### src/rtl/apb_cnt_ctrl.sv
// apb_cnt_ctrl
// APB-programmable controller for a modulo-N counter. Software starts, stops,
// resumes and clears the counter. A prescaler divides the clock into count ticks.
// The counter runs one-shot or auto-reload up to LIMIT. It raises a one-cycle
// cout pulse on each terminal tick and keeps a sticky DONE flag that drives irq.
//
// Parameters
//   CNT_WIDTH       width of count value and LIMIT register
//   APB_ADDR_WIDTH  APB byte-address width (bits above [4:0] must be 0 for a hit)
//   APB_DATA_WIDTH  APB data width (>= CNT_WIDTH, >= 8)
//
// Ports
//   clk, rstn                      clock, synchronous active-low reset
//   psel, penable, pwrite          APB control
//   paddr, pwdata                  APB address / write data
//   prdata, pready, pslverr        APB read data, ready (tied 1), error on unmapped
//   cnt                            current count
//   cout                           one-cycle terminal pulse
//   irq                            interrupt level (DONE & IRQ_EN, registered)
//
// Register map
//   0x00 CTRL    W b0 START, b1 STOP, b2 CLR (strobes, read 0); RW b3 MODE, b4 IRQ_EN
//   0x04 LIMIT   RW [CNT_WIDTH-1:0]
//   0x08 PRESC   RW [7:0]
//   0x0C STATUS  b0 DONE (sticky, W1C), b[2:1] state (RO)
//   0x10 COUNT   RO cnt
//   0x14 WRAPS   RO saturating terminal-tick count, only with APB_CNT_CTRL_WRAP_CNT_EN
//
// Build option: define APB_CNT_CTRL_WRAP_CNT_EN to add the WRAPS register.
// Without it, 0x14 is unmapped.

module apb_cnt_ctrl #(
  parameter int CNT_WIDTH      = 4,
  parameter int APB_ADDR_WIDTH = 8,
  parameter int APB_DATA_WIDTH = 8
) (
  input  logic                      clk,
  input  logic                      rstn,
  input  logic                      psel,
  input  logic                      penable,
  input  logic                      pwrite,
  input  logic [APB_ADDR_WIDTH-1:0] paddr,
  input  logic [APB_DATA_WIDTH-1:0] pwdata,
  output logic [APB_DATA_WIDTH-1:0] prdata,
  output logic                      pready,
  output logic                      pslverr,
  output logic [CNT_WIDTH-1:0]      cnt,
  output logic                      cout,
  output logic                      irq
);

  typedef enum logic [1:0] {
    ST_IDLE = 2'b00,
    ST_RUN  = 2'b01,
    ST_HOLD = 2'b10,
    ST_DONE = 2'b11
  } state_t;

  state_t               state, state_nx;
  logic [CNT_WIDTH-1:0] limit_q;
  logic [CNT_WIDTH-1:0] cnt_nx;
  logic [7:0]           presc_q;
  logic [7:0]           pcnt, pcnt_nx;
  logic                 mode_q, irq_en_q, done_q, done_nx;

  // ---------------------------------------------------------------------------
  // APB decode
  // ---------------------------------------------------------------------------
  logic       acc, wr_acc, rd_acc;
  logic [4:0] addr_lo;
  logic       addr_hi_ok;
  logic       hit_ctrl, hit_limit, hit_presc, hit_status, hit_count, hit_wraps;
  logic       mapped;

  assign acc        = psel & penable;
  assign wr_acc     = acc & pwrite;
  assign rd_acc     = acc & ~pwrite;
  assign addr_lo    = paddr[4:0];
  assign addr_hi_ok = (paddr[APB_ADDR_WIDTH-1:5] == '0);

  always_comb begin
    hit_ctrl   = addr_hi_ok && (addr_lo == 5'h00);
    hit_limit  = addr_hi_ok && (addr_lo == 5'h04);
    hit_presc  = addr_hi_ok && (addr_lo == 5'h08);
    hit_status = addr_hi_ok && (addr_lo == 5'h0C);
    hit_count  = addr_hi_ok && (addr_lo == 5'h10);
`ifdef APB_CNT_CTRL_WRAP_CNT_EN
    hit_wraps  = addr_hi_ok && (addr_lo == 5'h14);
`else
    hit_wraps  = 1'b0;
`endif
    mapped = hit_ctrl | hit_limit | hit_presc | hit_status | hit_count | hit_wraps;
  end

  logic ctrl_wr, limit_wr, presc_wr, status_wr;

  assign ctrl_wr   = wr_acc & hit_ctrl;
  assign limit_wr  = wr_acc & hit_limit;
  assign presc_wr  = wr_acc & hit_presc;
  assign status_wr = wr_acc & hit_status;

  assign pready  = 1'b1;
  assign pslverr = rstn & acc & ~mapped;

  // ---------------------------------------------------------------------------
  // Command resolution: CLR > STOP > START. A higher-priority strobe masks the
  // lower ones even when it is itself ignored in the current state.
  // ---------------------------------------------------------------------------
  logic do_clr, do_stop, do_start, fresh_start;
  logic tick, eff_tick, term;

  assign do_clr      = ctrl_wr & pwdata[2];
  assign do_stop     = ctrl_wr & ~pwdata[2] & pwdata[1] & (state == ST_RUN);
  assign do_start    = ctrl_wr & ~pwdata[2] & ~pwdata[1] & pwdata[0] & (state != ST_RUN);
  // START from IDLE or DONE restarts from zero; START from HOLD resumes.
  assign fresh_start = do_start & (state != ST_HOLD);

  assign tick     = (state == ST_RUN) && (pcnt == presc_q);
  // An acting strobe owns this cycle; a coincident tick is dropped.
  assign eff_tick = tick & ~(do_clr | do_stop | do_start);
  assign term     = eff_tick && (cnt >= limit_q);

  // ---------------------------------------------------------------------------
  // FSM and datapath next-state
  // ---------------------------------------------------------------------------
  always_comb begin
    state_nx = state;
    cnt_nx   = cnt;
    pcnt_nx  = pcnt;

    if (do_clr) begin
      state_nx = ST_IDLE;
      cnt_nx   = '0;
      pcnt_nx  = '0;
    end else if (do_stop) begin
      state_nx = ST_HOLD;
    end else if (do_start) begin
      state_nx = ST_RUN;
      if (fresh_start) begin
        cnt_nx  = '0;
        pcnt_nx = '0;
      end
    end else begin
      case (state)
        ST_RUN: begin
          if (tick) begin
            pcnt_nx = '0;
            if (cnt >= limit_q) begin
              if (mode_q) cnt_nx   = '0;
              else        state_nx = ST_DONE;
            end else begin
              cnt_nx = cnt + CNT_WIDTH'(1);
            end
          end else begin
            pcnt_nx = pcnt + 8'd1;
          end
        end
        default: ;
      endcase
    end
  end

  // Set beats a simultaneous write-1-to-clear.
  assign done_nx = term | (done_q & ~(status_wr & pwdata[0]));

  always_ff @(posedge clk) begin
    if (!rstn) begin
      state    <= ST_IDLE;
      cnt      <= '0;
      pcnt     <= '0;
      cout     <= 1'b0;
      irq      <= 1'b0;
      limit_q  <= CNT_WIDTH'(9);
      presc_q  <= '0;
      mode_q   <= 1'b0;
      irq_en_q <= 1'b0;
      done_q   <= 1'b0;
    end else begin
      state  <= state_nx;
      cnt    <= cnt_nx;
      pcnt   <= pcnt_nx;
      cout   <= term;
      irq    <= done_q & irq_en_q;
      done_q <= done_nx;
      if (ctrl_wr) begin
        mode_q   <= pwdata[3];
        irq_en_q <= pwdata[4];
      end
      if (limit_wr) limit_q <= pwdata[CNT_WIDTH-1:0];
      if (presc_wr) presc_q <= pwdata[7:0];
    end
  end

`ifdef APB_CNT_CTRL_WRAP_CNT_EN
  logic [7:0] wraps_q;

  always_ff @(posedge clk) begin
    if (!rstn) begin
      wraps_q <= '0;
    end else if (do_clr || fresh_start) begin
      wraps_q <= '0;
    end else if (term && (wraps_q != 8'hFF)) begin
      wraps_q <= wraps_q + 8'd1;
    end
  end
`endif

  // ---------------------------------------------------------------------------
  // Read mux
  // ---------------------------------------------------------------------------
  logic [APB_DATA_WIDTH-1:0] rdata;

  always_comb begin
    rdata = '0;
    if (hit_ctrl) begin
      rdata[3] = mode_q;
      rdata[4] = irq_en_q;
    end
    if (hit_limit)  rdata[CNT_WIDTH-1:0] = limit_q;
    if (hit_presc)  rdata[7:0]           = presc_q;
    if (hit_status) begin
      rdata[0]   = done_q;
      rdata[2:1] = state;
    end
    if (hit_count)  rdata[CNT_WIDTH-1:0] = cnt;
`ifdef APB_CNT_CTRL_WRAP_CNT_EN
    if (hit_wraps)  rdata[7:0]           = wraps_q;
`endif
    prdata = (rd_acc && rstn) ? rdata : '0;
  end

endmodule

### config.mk
export PLATFORM = sky130hd
export DESIGN_NAME = apb_cnt_ctrl
export DESIGN_NICKNAME = d
export VERILOG_FILES = /design/src/rtl/apb_cnt_ctrl.sv
export SDC_FILE = /design/constraint.sdc
export NUM_CORES = 1
export LEC_CHECK = 0
export CORE_MARGIN = 1.5
export CORE_UTILIZATION = 52
export DETAILED_ROUTE_END_ITERATION = 7
export MAX_ROUTING_LAYER = met4
export PLACE_DENSITY = 0.89
export SKIP_LAST_GASP = 1
export SLEW_MARGIN = 15
export SYNTH_ARGS = -nofsm -noshare
export SYNTH_HDL_FRONTEND = slang
export SYNTH_SLANG_ARGS = --single-unit
### constraint.sdc
create_clock -name clk -period 2.65 [get_ports clk]
set_input_delay 0.53 -clock clk [delete_from_list [all_inputs] [get_ports clk]]
set_output_delay 0.53 -clock clk [all_outputs]
set_load 0.005 [all_outputs]
## Yosys cells after proc, flatten, opt, wreduce, memory -nomap -nowiden

Index checks and enable logic that the tools add are counted.

- Add/subtract/negate cells: 2
- $lt $le $gt $ge: 1
- Equal/unequal tests: 12
- Mux-type cells: 22
- Bitwise logic cells: 36
- Reductions and logical operators: 22

Operator list:

| kind | number |
|---|---|
| 8-bit two-way mux | 6 |
| 4-bit two-way mux | 8 |
| 1-bit bitwise AND | 21 |
| 2-bit two-way mux | 7 |
| 5-bit by 4-bit equality test with 1-bit output (second input constant) | 2 |
| 3-bit nonzero test | 3 |
| 8-bit by 1-bit adder with 8-bit output (second input constant) | 1 |
| 8-bit equality test | 1 |
| 1-bit logical AND | 8 |
| 1-bit NOT | 8 |
| 4-bit AND reduction | 2 |
| 1-bit OR | 7 |
| 2-bit by 1-bit inequality test with 1-bit output (second input constant) | 3 |
| 2-bit nonzero test | 3 |
| 5-bit by 3-bit equality test with 1-bit output (second input constant) | 1 |
| 5-bit equality test (second input constant) | 1 |
| 5-bit zero test | 1 |
| 5-bit AND reduction | 1 |
| 4-bit by 1-bit adder with 4-bit output (second input constant) | 1 |
| 4-bit >= comparator | 1 |
| 3-bit zero test | 1 |
| 3-bit two-way mux | 1 |
| 3-bit by 1-bit inequality test with 1-bit output (second input constant) | 1 |
| 3-bit inequality test (second input constant) | 1 |
| other kinds (5) | 5 |

- Register bits: 31
- Input port bits: 21
- Logic and storage cells: 106

## Logic depth before layout (Yosys ltp)

Gate-level depths: netlist (run 1).

- Depth in word-level cells: 12
- Gate-level depth with buffers: 8
- Depth with buffers taken out: 8

## Least setup slack after synthesis (run 1)

OpenSTA, ideal clock, no wires.

- Path kind: input-to-output
- Start: input paddr[6]
- End: output prdata[0]
- Data arrival time: 1,839 ps
- Setup slack: 281 ps
- Stages on the path: 6
- Cell sequence: or4_4 > nor3_1 > and3b_1 > buf_2 > nand2_1 > a31oi_1

- Longest elaborated chain between the ends: 7
- Elaborated cells on any way between the ends: 10

Ends and longest elaborated chain:

| element | RTL line | text |
|---|---|---|
| from (decl) | 42 | `input logic [APB_ADDR_WIDTH-1:0] paddr,` |
| 3-bit zero test * | 79 | `assign addr_hi_ok = (paddr[APB_ADDR_WIDTH-1:5] == '0);` |
| 1-bit logical AND | 83 | `hit_limit = addr_hi_ok && (addr_lo == 5'h04);` |
| 4-bit two-way mux | 219 | `if (hit_limit) rdata[CNT_WIDTH-1:0] = limit_q;` |
| 8-bit two-way mux | 220 | `if (hit_presc) rdata[7:0] = presc_q;` |
| 3-bit two-way mux | 221 | `if (hit_status) begin` |
| 4-bit two-way mux * | 225 | `if (hit_count) rdata[CNT_WIDTH-1:0] = cnt;` |
| 8-bit two-way mux * | 229 | `prdata = (rd_acc && rstn) ? rdata : '0;` |
| to (decl) | 44 | `output logic [APB_DATA_WIDTH-1:0] prdata,` |

Mark *: on every way between the ends. The rest lies on a longest branch, timed or not.

## Final worst setup path (run 1)

Same ends and word-level chain as after synthesis.

==> flow_metrics.py, run 1 <==
metrics = {
    "hold_path": {
        "worstHoldPathType": "reg2reg",
        "holdPathStages": 2,
        "hold-path-endpoint": "pcnt[7]",
        "hold_path.startpoint": "pcnt[7]",
    },
    "critical_path": {
        "rrSetupSlack_ns": 0.28,
        "critPathMaxFanout": 4,
        "start_kind": "primary input",
        "cp_data_arrival_time_ns": 2.14,
        "critical_path_class": "in2out",
        "critPathRequiredTime_ns": 2.12,
        "r2r_cells": 8,
        "critPathCaptureType": "output pin",
        "regToRegEndpoint": "cnt[0]",
        "rr_startpoint": "cnt[0]",
    },
    "cts": {
        "root_buffer": "clkbuf_4",
        "tritoncts": "yes",
        "clk_path_buf_depth": 2,
        "hold_buffers": 0,
        "clk_latency_ns": 0.35,
        "cts_sinks": 31,
        "clk_pin_slew_ns": 0.11,
        "cts_buffers": 5,
        "cts_max_level": 2,
    },
    "layout": {
        "num_antenna_cells": 0,
        "syn_to_final_growth_pct": 40.72,
        "final_common_cell": "buf_4",
        "instances_no_fill": 362,
        "fin_area_um2": 2676,
        "final_cell_mix": "buf_4, dfxtp_1, nand2_1",
        "nets": 342,
        "drive_gt1_share_pct": 23.10,
    },
    "synthesis": {
        "synthSimpleGateAreaFrac_pct": 33.29,
        "synth_ff_type": "dfxtp_1",
        "synthArstFlopShare_pct": 0,
        "synth_fa_ha_area_share_pct": 3.947,
        "synth-compound-area-share_pct": 17.11,
        "syn_nets": 274,
        "synth_area_leader_cell": "dfxtp_1",
        "synth_top_family_by_area": "simple AND/OR/NAND/NOR gates",
        "synth_edf_count": 0,
        "synth_mux_area_share_pct": 4.868,
        "synth.top_cell.area_share_pct": 32.63,
        "synth_cells": 247,
        "synth_xor_area_share_pct": 3.684,
        "syn_avg_cell_area_um2": 7.700,
        "synth.top_cells.by_area": "dfxtp_1, nand3_1, nand2_1",
        "synthesis.area_um2": 1902,
        "ys_types": 50,
        "ys_seq_area_share_pct": 32.63,
        "ys_ff_latch": 31,
        "ys_warn_count": 0,
    },
    "pwr": {
        "clkPwrFrac_pct": 41.6,
        "p_leak_uw": 0.001058,
        "power_density_nw_per_um2": 365.3,
        "p_comb_share_pct": 10.8,
        "switching_share_pct": 23.97,
        "irDropWorstVdd_uv": 385.3,
        "total_power_uw": 977.6,
        "power.share.sequential_pct": 47.6,
        "p_int_uw": 743.3,
        "p_sw_uw": 234.3,
    },
    "die": {
        "rows": 21,
        "die_h_um": 63.48,
        "initial_utilization_pct": 55.68,
        "dieArea_um2": 4029,
        "die_w_um": 63.48,
        "io_pins": 37,
        "coreArea_um2": 3416,
    },
    "route": {
        "via_per_inst": 6.312,
        "wl_met2_mm": 3.170,
        "drtIter0Drc": 279,
        "drt_wl_total_mm": 6.608,
        "routed-wl-met3_um": 603,
        "route.vias.total": 2285,
        "wl_per_cell_um": 18.25,
        "drt.antenna.violating_nets": 0,
        "routed.top_layer": "met4",
        "drtPass1Iterations": 5,
        "met1Wirelength_mm": 2.447,
        "drc": 0,
    },
    "grt": {
        "antenna_found_initial": 0,
        "grt_pass1_vias": 2257,
        "grt_pass1_wl_mm": 10.53,
        "grt_max_degree": 15,
        "gr-total-overflow": 0,
        "track_usage_pct": 34.57,
    },
    "outcome": {
        "violations": "negative setup slack",
        "outcome": "complete, but fails checks",
    },
    "sta": {
        "worst_slack_ns": -0.01689,
        "rsz0062_at_grt": "yes",
        "finalHoldViolCount": 0,
        "period_needed_ns": 2.667,
        "tightest_slew_ns": 0.6069,
        "fin_tns_setup_ns": -0.01689,
        "post-route-period-util_pct": 100.6,
        "setup-violations-final": 1,
        "holdWs_ns": 0.4982,
        "skew_ns": 0.008507,
        "fmax_mhz": 375.0,
        "slew_headroom_pct": 59.23,
        "maxSlewViolCount": 0,
    },
    "placement": {
        "dpl_cell_area_um2": 2480,
        "io_buffers": 35,
        "post-dp-hpwl_mm": 4.192,
        "place_congestion": 0.9511,
        "dpl.cell_count": 346,
    },
    "flow_run": {
        "cap_violations": 0,
    },
}
-- final cells by class --
class | count | area [um2]
Clock inverter | 2 | 35.03
Tap cell | 46 | 57.56
Multi-Input combinational cell | 196 | 1272
Fill cell | 215 | 739.5
Sequential cell | 31 | 620.6
Inverter | 9 | 33.78
Clock buffer | 6 | 51.30
Timing Repair Buffer | 72 | 605.6
-- Yosys cell counts (7+ instances only) --
master,number
clkbuf_1,8
mux2i_1,7
o21ai_1,10
nand3_1,26
nor2_1,16
inv_1,9
nor3_1,11
nand2_1,31
and3_1,10
a21oi_1,16
dfxtp_1,31
xnor2_1,8
-- what timing repair did --
item	4_1_cts	5_1_grt
setup buffers	6	2
cloned	0	0
setup endpoints to repair	9	7
resized for setup	47	8
pin swaps	7	2
-- per-layer routing --
metal | up-vias | GRT usage, %
met5 | - | -
met4 | 0 | 21.74
met3 | 50 | 8.750
met2 | 157 | 55.39
met1 | 1048 | 38.29
li1 | 1030 | -
-- power groups by stage --
stage	Sequential, uW	Combinational, uW	Clock [uW]
6_report	466	106	406
4_1_cts	466	97.3	402
3_5_place_dp	476	96.8	0
3_3_place_gp	476	95.2	0
5_1_grt	466	111	433
2_1_floorplan	476	29.4	0
-- worst max path at each step --
stage                  start         to  cells past startpoint
finish              paddr[6]  prdata[0]                      9
global route        paddr[6]  prdata[0]                      9
CTS                 paddr[6]  prdata[0]                      9
detailed placement  paddr[5]  prdata[2]                      8
global placement    paddr[5]  prdata[2]                      8
floorplan           paddr[6]  prdata[0]                      6
-- per-stage QoR --
step	utilization, %	setup slack [ns]
floorplan	-	0.2813
global placement	72.60	-0.7055
detailed placement	72.60	-0.7402
CTS	77.47	-0.04335
global route	78.35	-0.06753
finish	78.35	-0.01689
-- kinds of logic (layout without fill, tap and decap cells) --
logic type | count (synthesis) | after routing
fa+ha+maj | 6 | 6
buf+inv | 20 | 89
other cells | 1 | 1
mux | 8 | 8
flops | 31 | 31
compound gates | 51 | 51
simple gates | 122 | 122
xor+xnor | 8 | 8
-- critical path, stage by stage --
cell and delay [ns]:
buf_6 0.09, or4_4 0.55, nor3_2 0.13, buf_4 0.14, and3b_2 0.21, buf_6 0.12
nand2_4 0.06, a31oi_4 0.17, buf_2 0.14
-- state kept, by name, indices dropped and copies added (netlist names) --
name,flops
pcnt,8
presc_q,8
cnt,4
limit_q,4
state,2
cout,1
done_q,1
irq,1
irq_en_q,1
mode_q,1
(Power assumes the default switching activity.)
==> run 2: changes to the inputs <==
==> constraint.sdc (replaced) <==
create_clock -name clk -period 2.46 [get_ports clk]
set_input_delay 0.492 -clock clk [delete_from_list [all_inputs] [get_ports clk]]
set_output_delay 0.492 -clock clk [all_outputs]
set_load 0.005 [all_outputs]
==> flow_metrics.py, run 2 (same netlist as run 1, synthesis figures left out) <==
metrics = {
    "critical_path": {
        "rr_startpoint": "cnt[0]",
        "regToRegEndpoint": "state[1]",
        "critical_path_class": "in2out",
        "start_kind": "primary input",
        "critPathMaxFanout": 3,
        "critPathRequiredTime_ns": 1.97,
        "critPathCaptureType": "output pin",
        "rrSetupSlack_ns": 0.38,
        "r2r_cells": 8,
        "cp_data_arrival_time_ns": 2.07,
    },
    "die": {
        "initial_utilization_pct": 55.68,
        "rows": 21,
        "coreArea_um2": 3416,
        "io_pins": 37,
        "die_h_um": 63.48,
        "die_w_um": 63.48,
        "dieArea_um2": 4029,
    },
    "grt": {
        "grt_pass1_wl_mm": 9.653,
        "antenna_found_initial": 0,
        "grt_max_degree": 15,
        "grt_pass1_vias": 2134,
        "gr-total-overflow": 0,
        "track_usage_pct": 31.97,
    },
    "placement": {
        "io_buffers": 35,
        "post-place-ws_ns": -0.9146,
        "post-dp-hpwl_mm": 4.153,
        "place_congestion": 0.9213,
        "dpl_cell_area_um2": 2510,
    },
    "sta": {
        "fmax_mhz": 391.1,
        "period_needed_ns": 2.557,
        "holdWs_ns": 0.4895,
        "tightest_slew_ns": 0.6119,
        "post-route-period-util_pct": 103.9,
        "rsz0062_at_grt": "yes",
        "setup-violations-final": 3,
        "slew_headroom_pct": 58.90,
        "finalHoldViolCount": 0,
        "skew_ns": 0.004956,
        "maxSlewViolCount": 0,
        "fin_tns_setup_ns": -0.1790,
        "worst_slack_ns": -0.09708,
    },
    "hold_path": {
        "holdPathStages": 2,
        "hold_path.startpoint": "pcnt[7]",
        "worstHoldPathType": "reg2reg",
        "hold-path-endpoint": "pcnt[7]",
    },
    "layout": {
        "syn_to_final_growth_pct": 40.59,
        "nets": 349,
        "ff_latch_area_um2": 620.6,
        "drive_gt1_share_pct": 23.99,
        "num_antenna_cells": 0,
        "multi_input_area_um2": 1270,
        "final_common_cell": "buf_4",
        "final_cell_mix": "buf_4, dfxtp_1, nand2_1",
        "fill_cells": 221,
        "top_regs": "pcnt: 8 flops, presc_q: 8 flops",
        "fin_area_um2": 2674,
    },
    "pwr": {
        "power.share.sequential_pct": 56.6,
        "p_sw_uw": 225.9,
        "switching_share_pct": 25.47,
        "p_leak_uw": 0.001090,
        "p_int_uw": 660.9,
        "clkPwrFrac_pct": 30.7,
        "power_density_nw_per_um2": 331.7,
        "total_power_uw": 886.8,
        "irDropWorstVdd_uv": 216.4,
        "p_comb_share_pct": 12.7,
    },
    "route": {
        "drtIter0Drc": 222,
        "met1Wirelength_mm": 2.334,
        "via_per_inst": 6.003,
        "drtPass1Iterations": 5,
        "routed-wl-met3_um": 423,
        "routed.top_layer": "met4",
        "route.vias.total": 2203,
        "drt.antenna.violating_nets": 0,
        "drt_wl_total_mm": 5.863,
        "wl_per_cell_um": 15.98,
        "wl_met2_mm": 2.828,
        "drc": 0,
    },
    "cts": {
        "cts_max_level": 2,
        "hold_buffers": 0,
        "cts_buffers": 5,
        "cts_sinks": 31,
        "clk_path_buf_depth": 2,
        "tritoncts": "yes",
        "root_buffer": "clkbuf_4",
        "clk_latency_ns": 0.35,
        "clk_pin_slew_ns": 0.09,
    },
    "outcome": {
        "violations": "negative setup slack",
        "outcome": "complete, but fails checks",
    },
    "flow_run": {
        "cap_violations": 0,
    },
}
==> run 2: worst max-delay path: stages <==
cell,delay [ns]
buf_6,0.09
or4_4,0.56
nor3_4,0.17
and3b_2,0.25
buf_6,0.11
buf_6,0.09
nand2_2,0.05
a21oi_2,0.13
buf_2,0.12
==> run 2: cell type report <==
class	instances	area share (%)
Timing Repair Buffer	79	24.33
Inverter	9	1.263
Clock buffer	6	1.544
Sequential cell	31	23.21
Multi-Input combinational cell	196	47.50
Tap cell	46	2.153
==> run 2: through the flow <==
stage | utilization [%] | instances
floorplan | - | 247
finish | 78.28 | 367
CTS | 78.28 | 367
global placement | 73.48 | 350
global route | 78.28 | 367
detailed placement | 73.48 | 350
==> run 2: worst max-delay path by stage <==
stage / depth (start not counted) / slack, ns / end / start
after floorplan: 6 / 0.17 / prdata[0] / paddr[6]
after global placement: 7 / -0.87 / prdata[2] / paddr[5]
after detailed placement: 7 / -0.91 / prdata[1] / paddr[5]
after CTS: 9 / -0.09 / prdata[2] / paddr[6]
after global routing: 8 / -0.14 / prdata[1] / paddr[6]
final: 9 / -0.1 / prdata[2] / paddr[6]
==> run 2: repair_timing <==
action / 4_1_cts / 5_1_grt
gates resized for setup: 59 / 0
buffers inserted: 11 / 0
pin swaps: 10 / 3
setup endpoints to repair: 9 / 5
hold endpoints to repair: 0 / 0
==> run 2: power groups by stage <==
stage,Clock [uW],Combinational (uW),Sequential (uW)
floorplan,0,31.7,513
global placement,0,102,513
detailed placement,0,104,513
CTS,272,108,501
global route,292,119,502
finish,272,113,501
==> run 2: per-layer routing <==
layer | vias to the layer above | global-route usage [%]
li1 | 1044 | -
met1 | 1019 | 35.60
met2 | 105 | 51.32
met3 | 35 | 8.571
met4 | 0 | 18.75
met5 | - | -
==> run 3: changes to the inputs <==
--- a/config.mk
+++ b/config.mk
@@ -6,10 +6,11 @@
 export NUM_CORES = 1
 export LEC_CHECK = 0
 export CORE_MARGIN = 1.5
-export CORE_UTILIZATION = 52
+export CORE_UTILIZATION = 53
+export CTS_BUF_LIST = sky130_fd_sc_hd__clkbuf_8
 export DETAILED_ROUTE_END_ITERATION = 7
 export MAX_ROUTING_LAYER = met4
-export PLACE_DENSITY = 0.89
+export PLACE_DENSITY = 0.9
 export SKIP_LAST_GASP = 1
 export SLEW_MARGIN = 15
 export SYNTH_ARGS = -nofsm -noshare
==> flow_metrics.py, run 3 (same netlist as run 1, synthesis figures left out) <==
metrics = {
    "pwr": {
        "switching_share_pct": 22.64,
        "power.share.sequential_pct": 43.9,
        "p_comb_share_pct": 10.1,
        "irDropWorstVdd_uv": 392.5,
        "p_leak_uw": 0.001123,
        "clkPwrFrac_pct": 46.0,
        "total_power_uw": 1144,
        "p_int_uw": 885.1,
        "power_density_nw_per_um2": 419.5,
        "p_sw_uw": 259.0,
    },
    "route": {
        "route.vias.total": 2272,
        "wl_per_cell_um": 18.79,
        "drt_wl_total_mm": 6.860,
        "drt.antenna.violating_nets": 0,
        "drtIter0Drc": 201,
        "drtPass1Iterations": 5,
        "drc": 0,
        "via_per_inst": 6.225,
    },
    "grt": {
        "grt_max_degree": 13,
        "grt_pass1_wl_mm": 10.10,
        "gr-total-overflow": 0,
        "antenna_found_initial": 0,
        "grt_pass1_vias": 2097,
        "track_usage_pct": 33.87,
    },
    "cts": {
        "cts_max_level": 2,
        "tritoncts": "yes",
        "clk_latency_ns": 0.29,
        "hold_buffers": 0,
        "cts_buffers": 5,
        "root_buffer": "clkbuf_8",
        "clk_pin_slew_ns": 0.07,
        "clk_path_buf_depth": 2,
        "cts_sinks": 31,
    },
    "layout": {
        "syn_to_final_growth_pct": 43.42,
        "num_antenna_cells": 0,
        "nets": 345,
        "top_regs": "pcnt: 8 flops, presc_q: 8 flops",
        "instances_no_fill": 365,
        "final_common_cell": "buf_4",
        "fill_cells": 215,
        "final_cell_mix": "buf_4, dfxtp_1, nand2_1",
        "drive_gt1_share_pct": 24.76,
    },
    "sta": {
        "slew_headroom_pct": 59.29,
        "fmax_mhz": 374.4,
        "maxSlewViolCount": 0,
        "holdWs_ns": 0.4826,
        "worst_slack_ns": -0.2107,
        "finalHoldViolCount": 0,
        "setup-violations-final": 4,
        "fin_tns_setup_ns": -0.4466,
        "tightest_slew_ns": 0.5952,
        "period_needed_ns": 2.671,
        "post-route-period-util_pct": 108.6,
        "skew_ns": 0.002030,
        "rsz0062_at_grt": "yes",
    },
    "outcome": {
        "outcome": "complete, but fails checks",
        "violations": "negative setup slack",
    },
    "critical_path": {
        "critPathRequiredTime_ns": 1.97,
        "critPathCaptureType": "output pin",
        "critical_path_class": "in2out",
        "critPathMaxFanout": 3,
        "start_kind": "primary input",
        "cp_data_arrival_time_ns": 2.18,
    },
    "die": {
        "dieArea_um2": 3956,
        "die_w_um": 62.90,
        "initial_utilization_pct": 56.11,
        "coreArea_um2": 3390,
        "io_pins": 37,
        "rows": 21,
        "die_h_um": 62.90,
    },
    "placement": {
        "io_buffers": 35,
        "post-dp-hpwl_mm": 4.106,
        "place_congestion": 0.9377,
        "dpl.cell_count": 346,
    },
    "hold_path": {
        "worstHoldPathType": "reg2reg",
    },
    "flow_run": {
        "cap_violations": 0,
    },
}
==> run 3: power groups by stage <==
stage	sequential (uW)	clock, uW	combinational, uW
after floorplan	513	0	31.7
after global placement	513	0	98.4
after detailed placement	513	0	101
after CTS	502	522	104
after global routing	502	552	122
final	502	526	116
==> run 3: worst max-delay path, stage by stage <==
cell	delay [ns]
buf_6	0.09
or4_4	0.56
nor3_4	0.22
and3b_2	0.25
buf_6	0.10
buf_6	0.09
nand2_2	0.05
a31oi_1	0.18
buf_2	0.14
==> run 3: worst paths after layout <==
kind,start,end,slack (ns),cells past startpoint
hold reg to reg,pcnt[7],pcnt[7],0.48,2
setup / recovery,paddr[5],prdata[0],-0.21,9
hold / removal,pcnt[7],pcnt[7],0.48,2
setup reg to reg,cnt[0],cnt[2],0.17,8
==> run 3: timing repair <==
item | CTS | global route
endpoints found under the setup margin | 18 | 5
gates resized for setup | 58 | 11
setup buffers | 8 | 3
pin swaps | 11 | 6
==> run 3: final cells by class <==
class                   count  area (um2)  area share (%)
multi-input cells         196        1280           46.93
flip-flops and latches     31       620.6           22.75
repair buffers             75       618.1           22.66
clock buffers               6       82.58           3.028
well taps                  46       57.56           2.110
clock inverters             2       35.03           1.284
inverters                   9       33.78           1.239
==> run 3: routing by layer <==
| layer | routed length [um] | up-vias | track usage (%) |
|---|---|---|---|
| met1 | 2632 | 1054 | 38.60 |
| met5 | 0 | - | - |
| li1 | - | 1035 | - |
| met3 | 609 | 41 | 8.108 |
| met4 | 307 | 0 | 16.67 |
| met2 | 3311 | 142 | 55.45 |
==> run 3: through the flow <==
step                worst slack, ns  instance area (um2)  util, %
finish                      -0.2107                 2728    80.47
global placement            -0.8460                 2480    73.16
detailed placement          -0.8600                 2480    73.16
floorplan                    0.1673                 1902        -
global route                -0.2627                 2728    80.47
CTS                         -0.1177                 2684    79.18
